$ cat src/rtl/nn_seq_pkg.sv
// Shared types and constants for the layer sequencer and its delay line.
package nn_seq_pkg;

  typedef enum logic [2:0] {
    ST_IDLE  = 3'd0,
    ST_CLEAR = 3'd1,
    ST_ISSUE = 3'd2,
    ST_DRAIN = 3'd3,
    ST_WRITE = 3'd4,
    ST_DONE  = 3'd5
  } state_t;

  localparam int RD_LAT_MAX = 3;
  localparam int PERF_W     = 16;

endpackage

$ cat src/rtl/nn_seq_delay_line.sv
// LAT-stage shift register carrying {en,last} from the read strobe to the MAC strobe.
module nn_seq_delay_line
  import nn_seq_pkg::*;
#(
  parameter int LAT = 1
) (
  input  logic i_clk,
  input  logic i_rst_n,
  input  logic i_flush,
  input  logic i_en,
  input  logic i_last,
  output logic o_en,
  output logic o_last
);

  // Out-of-range latencies are pinned to the supported 1..RD_LAT_MAX window.
  localparam int LAT_EFF = (LAT > RD_LAT_MAX) ? RD_LAT_MAX : ((LAT < 1) ? 1 : LAT);

  logic [LAT_EFF-1:0] r_en;
  logic [LAT_EFF-1:0] r_last;

  always_ff @(posedge i_clk or negedge i_rst_n) begin
    if (!i_rst_n) begin
      r_en   <= '0;
      r_last <= '0;
    end else if (i_flush) begin
      r_en   <= '0;
      r_last <= '0;
    end else begin
      r_en[0]   <= i_en;
      r_last[0] <= i_en & i_last;
      for (int i = 1; i < LAT_EFF; i++) begin
        r_en[i]   <= r_en[i-1];
        r_last[i] <= r_last[i-1];
      end
    end
  end

  assign o_en   = r_en[LAT_EFF-1];
  assign o_last = r_last[LAT_EFF-1];

endmodule

$ cat src/rtl/nn_layer_sequencer.sv
// Layer evaluation sequencer: clear, issue reads, drain read latency, write, ack.
// Optional perf counters are built when LAYER_SEQ_PERF_EN is defined.
module nn_layer_sequencer
  import nn_seq_pkg::*;
#(
  parameter int AW     = 4,
  parameter int RD_LAT = 1
) (
  input  logic          clk,
  input  logic          rst,
  input  logic          req,
  input  logic          abort,
  input  logic [AW:0]   n_inputs,
  output logic          rd_en,
  output logic [AW-1:0] rd_addr,
  output logic          mac_clr,
  output logic          mac_en,
  output logic          mac_last,
  output logic          out_wr,
  output logic          ack,
  output logic          busy,
  output state_t        o_dbg_state
`ifdef LAYER_SEQ_PERF_EN
  ,
  output logic [PERF_W-1:0] perf_cycles,
  output logic [PERF_W-1:0] perf_jobs
`endif
);

  localparam logic [AW:0] MAX_N = {1'b1, {AW{1'b0}}};
  localparam logic [AW:0] ONE   = {{AW{1'b0}}, 1'b1};

  state_t      r_state;
  state_t      w_state_nxt;
  logic [AW:0] r_cnt;
  logic [AW:0] r_idx;
  logic [AW:0] w_n_clamped;
  logic        w_start;
  logic        w_flush;
  logic        w_issue_last;
  logic        w_mac_en;
  logic        w_mac_last;

  assign w_n_clamped  = (n_inputs > MAX_N) ? MAX_N : n_inputs;
  assign w_issue_last = (r_state == ST_ISSUE) && (r_idx == (r_cnt - ONE));
  assign w_flush      = abort && (r_state != ST_IDLE);

  // Holding req through DONE chains straight into the next job's CLEAR.
  always_comb begin
    w_state_nxt = r_state;
    w_start     = 1'b0;
    case (r_state)
      ST_IDLE: begin
        if (req) begin
          w_state_nxt = ST_CLEAR;
          w_start     = 1'b1;
        end
      end
      ST_CLEAR: w_state_nxt = (r_cnt == '0) ? ST_WRITE : ST_ISSUE;
      ST_ISSUE: if (w_issue_last) w_state_nxt = ST_DRAIN;
      ST_DRAIN: if (w_mac_last) w_state_nxt = ST_WRITE;
      ST_WRITE: w_state_nxt = ST_DONE;
      ST_DONE: begin
        if (req) begin
          w_state_nxt = ST_CLEAR;
          w_start     = 1'b1;
        end else begin
          w_state_nxt = ST_IDLE;
        end
      end
      default: w_state_nxt = ST_IDLE;
    endcase
    if (w_flush) begin
      w_state_nxt = ST_IDLE;
      w_start     = 1'b0;
    end
  end

  always_ff @(posedge clk or negedge rst) begin
    if (!rst) begin
      r_state <= ST_IDLE;
      r_cnt   <= '0;
      r_idx   <= '0;
    end else begin
      r_state <= w_state_nxt;
      if (w_start) begin
        r_cnt <= w_n_clamped;
        r_idx <= '0;
      end else if (r_state == ST_ISSUE) begin
        r_idx <= r_idx + ONE;
      end
    end
  end

  nn_seq_delay_line #(
    .LAT (RD_LAT)
  ) u_delay_line (
    .i_clk   (clk),
    .i_rst_n (rst),
    .i_flush (w_flush),
    .i_en    (rd_en),
    .i_last  (w_issue_last),
    .o_en    (w_mac_en),
    .o_last  (w_mac_last)
  );

  assign rd_en       = (r_state == ST_ISSUE);
  assign rd_addr     = rd_en ? r_idx[AW-1:0] : '0;
  assign mac_clr     = (r_state == ST_CLEAR);
  assign mac_en      = w_mac_en;
  assign mac_last    = w_mac_last;
  assign out_wr      = (r_state == ST_WRITE);
  assign ack         = (r_state == ST_DONE);
  assign busy        = (r_state != ST_IDLE);
  assign o_dbg_state = r_state;

`ifdef LAYER_SEQ_PERF_EN
  logic [PERF_W-1:0] r_run;
  logic [PERF_W-1:0] r_perf_cycles;
  logic [PERF_W-1:0] r_perf_jobs;

  // r_run includes the current cycle, so at DONE it is the whole job length.
  always_ff @(posedge clk or negedge rst) begin
    if (!rst) begin
      r_run         <= '0;
      r_perf_cycles <= '0;
      r_perf_jobs   <= '0;
    end else begin
      if (w_start) begin
        r_run <= {{(PERF_W-1){1'b0}}, 1'b1};
      end else if (busy && (r_run != {PERF_W{1'b1}})) begin
        r_run <= r_run + 1'b1;
      end
      if (ack) begin
        r_perf_cycles <= r_run;
        r_perf_jobs   <= r_perf_jobs + 1'b1;
      end
    end
  end

  assign perf_cycles = r_perf_cycles;
  assign perf_jobs   = r_perf_jobs;
`endif

endmodule

$ cat config.mk
export PLATFORM = sky130hd
export DESIGN_NAME = nn_layer_sequencer
export DESIGN_NICKNAME = d
export VERILOG_FILES = /design/src/rtl/nn_seq_pkg.sv /design/src/rtl/nn_seq_delay_line.sv /design/src/rtl/nn_layer_sequencer.sv
export SDC_FILE = /design/constraint.sdc
export NUM_CORES = 1
export LEC_CHECK = 0
export CAP_MARGIN = 0
export CORE_ASPECT_RATIO = 0.8
export CORE_MARGIN = 3
export CORE_UTILIZATION = 49
export DETAILED_ROUTE_END_ITERATION = 16
export GPL_TIMING_DRIVEN = 0
export MAX_ROUTING_LAYER = met4
export PLACE_DENSITY = 0.83
export SLEW_MARGIN = 40
export SYNTH_ARGS = -nofsm -noshare
export SYNTH_HDL_FRONTEND = slang
export SYNTH_SLANG_ARGS = --single-unit
$ cat constraint.sdc
create_clock -name clk -period 2.7 [get_ports clk]
set_input_delay 0.54 -clock clk [delete_from_list [all_inputs] [get_ports clk]]
set_output_delay 0.54 -clock clk [all_outputs]
set_load 0.1 [all_outputs]
==> flow_metrics.env <==
export IMPL_result_of_the_run="complete, no violations"
export IMPL_via_per_inst=5.14
export IMPL_antenna_cells_inserted=0
export IMPL_syn_num_nets=97
export IMPL_cts_hold_buf=0
export IMPL_drt_antenna_violating_nets=0
export IMPL_fin_worst_skew_ns=0.00653
export IMPL_die_height_um=43.8
export IMPL_syn_avg_cell_area_um2=10.2
export IMPL_vias=689
export IMPL_post_route_cells_drive_above_1_share_pct=28.6
export IMPL_cts_root_buffer_cell="sky130_fd_sc_hd__clkbuf_4"
export IMPL_cts_made_buffers=3
export IMPL_yosysSeqAreaShare_pct=42.8
export IMPL_clk_latency_ns=0.29
export IMPL_syn_instance_count=86
export IMPL_drt_wl_total_mm=1.61
export IMPL_grt_pass1_wl_mm=2.70
export IMPL_post_place_worst_slack_ns=0.511
export IMPL_place_hpwl_mm=1.30
export IMPL_vdd_ir_drop_worst_mv=0.752
export IMPL_layout_filler_cells=149
export IMPL_yosys_register_bits=15
export IMPL_starting_density_pct=52.9
export IMPL_max_cap_violations=0
export IMPL_crit_arrival_ns=1.87
export IMPL_first_global_vias=607
export IMPL_cts_setup_buffers=0
export IMPL_final_critical_path_setup_slack_ns=0.286
export IMPL_cts_root_to_sink_buffers=2
export IMPL_fmax_mhz=414
export IMPL_grt_usage_pct=16.3
export IMPL_portBuffers=22
export IMPL_yosysUniqueCellTypes=29
export IMPL_place_gp_congestion=0.777
export IMPL_post_layout_nonfiller_instances=134
export IMPL_coreArea_mm2=0.00166
export IMPL_relSlewSlack_pct=56.7
export IMPL_grt_use_met1_pct=21.4
export IMPL_boundaryPins=23
export IMPL_areaGrowthSynthToFinish_pct=27.1
export IMPL_synthesis_area_um2=877
export IMPL_cp_startpoint="o_dbg_state[0]"
export IMPL_timing_worst_setup_path_type="reg -> out"
export IMPL_grt_util_met3_pct=3.09
export IMPL_finalWorstPathRequiredPeriod_ns=2.41
export IMPL_grt_setup_unrepaired="false"
export IMPL_hp_class="reg -> reg"
export IMPL_die_w_um=53.3
export IMPL_drc=0
export IMPL_crit_path_max_fanout=10
export IMPL_grt_start_max_net_pins=16
export IMPL_met2_layer_usage_reported_by_global_route_pct=24.7
export IMPL_rr_startpoint="r_cnt[0]"
export IMPL_place_detailed_instances=130
export IMPL_kind_of_start_point_of_the_critical_path="flop"
export IMPL_transition_time_of_the_tightest_slew_check_pin_ns=0.648
export IMPL_ff_latch_area_um2=377
export IMPL_placementRows=13
export IMPL_worst_hold_startpoint="r_cnt[1]"
export IMPL_post_cts_resized_instances=0
export IMPL_setup_worst_path_end_class="primary output"
export IMPL_total_power_uw=1330
export IMPL_final_setup_violation_count=0
export IMPL_hold_violations=0
export IMPL_finalNetCount=124
export IMPL_post_route_period_util_pct=89.4
export IMPL_finalMaxSlewViolations=0
export IMPL_cts_sinks=15
export IMPL_detailedRoute_firstIterationViolations=12
export IMPL_antenna_violations_before_repair=0
export IMPL_tritoncts_clock_tree="built"
export IMPL_clock_tree_htree_level_count=1
export IMPL_die_footprint_mm2=0.00234
export IMPL_cts_reportedPaths_clkPinSlew_ns=0.10
export IMPL_grt_most_used_layer="met2"
export IMPL_grt_remaining_overflow=0
export IMPL_yosysWarnings=0
export IMPL_worst_endpoint_required_ns=2.16
export IMPL_dr_pass1_iters=4
export IMPL_power_density_cell_area_mw_per_mm2=1190
export IMPL_route_detailed_wl_per_inst_um=12.0
export IMPL_multi_input_combinational_cell_area_um2=493
export IMPL_p_leak_uw=0.000526
## critical path: stages (launching register included)
cell	delay [ns]
sky130_fd_sc_hd__dfrtp_1	0.40
sky130_fd_sc_hd__nor3b_1	0.39
sky130_fd_sc_hd__buf_4	0.24
sky130_fd_sc_hd__and2_2	0.14
sky130_fd_sc_hd__buf_2	0.41
## layout make-up
cell class                      count  area share (%)
Buffer                              5            2.36
Multi-Input combinational cell     63            44.2
Clock buffer                        3            2.02
Inverter                            3            1.01
Sequential cell                    15            33.8
Clock inverter                      1           0.673
Timing Repair Buffer               22            13.5
Tap cell                           22            2.47
## Yosys cell counts, drive strengths merged
cell type  number  area share (%)
or4             1            0.86
buf             4             2.3
or4bb           1             1.3
nor4bb          1             1.1
a211oi          1            0.86
clkbuf          1            0.43
nand3b          1            0.86
and2            5             3.7
dfrtp          15              43
mux2i           4             4.6
or3             1            0.71
and3b           2             2.0
nor2            7             3.0
inv             3             1.3
o21ai           1            0.57
mux2            3             3.9
xor2            5             5.0
nor4b           1             1.0
xnor2           7             7.0
nor3            3             1.7
a21oi           1            0.57
nand2b          2             1.4
nand4           3             2.1
ha              2             2.9
nor2b           2             1.4
nor3b           6             5.1
nor4            1            0.71
nand2           2            0.86
## registers in the layout (all words and copies together), names as in the netlist
name and count:
u_delay_line.o_last 1, o_dbg_state 3, u_delay_line.o_en 1, r_idx 5
r_cnt 5
## placed cells by master (no fill, tap or decap), types with 4 or more instances in the layout
cell type                         synthesis  layout
sky130_fd_sc_hd__xor2_1                   5       5
sky130_fd_sc_hd__buf_2                    4      17
sky130_fd_sc_hd__nor3b_1                  6       4
sky130_fd_sc_hd__nor2_1                   7       7
sky130_fd_sc_hd__mux2i_1                  4       4
sky130_fd_sc_hd__xnor2_1                  7       7
sky130_fd_sc_hd__dfrtp_1                 15      14
sky130_fd_sc_hd__clkdlybuf4s50_1          0       8
sky130_fd_sc_hd__and2_2                   1       4
## layer usage
layer | vias to the layer above | share of wire, % | wire length [um]
li1 | 347 | - | -
met1 | 315 | 46 | 745
met2 | 23 | 46 | 744
met3 | 4 | 6.0 | 97
met4 | 0 | 1.5 | 24
met5 | - | 0 | 0
## power breakdown
part           total (uW)  internal, uW  switching [uW]  leakage, uW
Combinational         842           254             589     0.000314
Sequential            351           288            63.1     0.000198
Clock                 134          56.4            77.2    0.0000139
## logic make-up (layout without fill, tap and decap cells)
logic type / count (synthesis) / in the layout / synth area share (%)
AOI/OAI and AO/OA: 3 / 3 / 2.00
xor gates and xnor gates: 12 / 12 / 12.0
buffers and inverters: 8 / 34 / 3.99
adders and majority gates: 2 / 2 / 2.85
and+or+nand+nor: 39 / 39 / 28.0
DFF: 15 / 15 / 42.8
muxes: 7 / 7 / 8.42
## through the flow
stage	hold WS [ns]	utilization, %	area (um^2)	setup TNS (ns)
2_1_floorplan	0.244	-	907	0
3_3_place_gp	0.531	69.6	1150	-0.381
3_5_place_dp	0.567	65.4	1080	0
4_1_cts	0.583	67.2	1110	0
5_1_grt	0.613	67.2	1110	0
6_report	0.580	67.2	1110	0
## worst paths after layout
kind | endpoint | slack (ns) | depth (start not counted)
max | rd_addr[0] | 0.29 | 4
min | r_cnt[1] | 0.58 | 2
max reg2reg | o_dbg_state[0] | 0.89 | 6
min reg2reg | r_cnt[1] | 0.58 | 2
max in group asynchronous | o_dbg_state[1] | 1.61 | 1
min in group asynchronous | u_delay_line.o_en | 0.64 | 1
(Power assumes the default switching activity.)
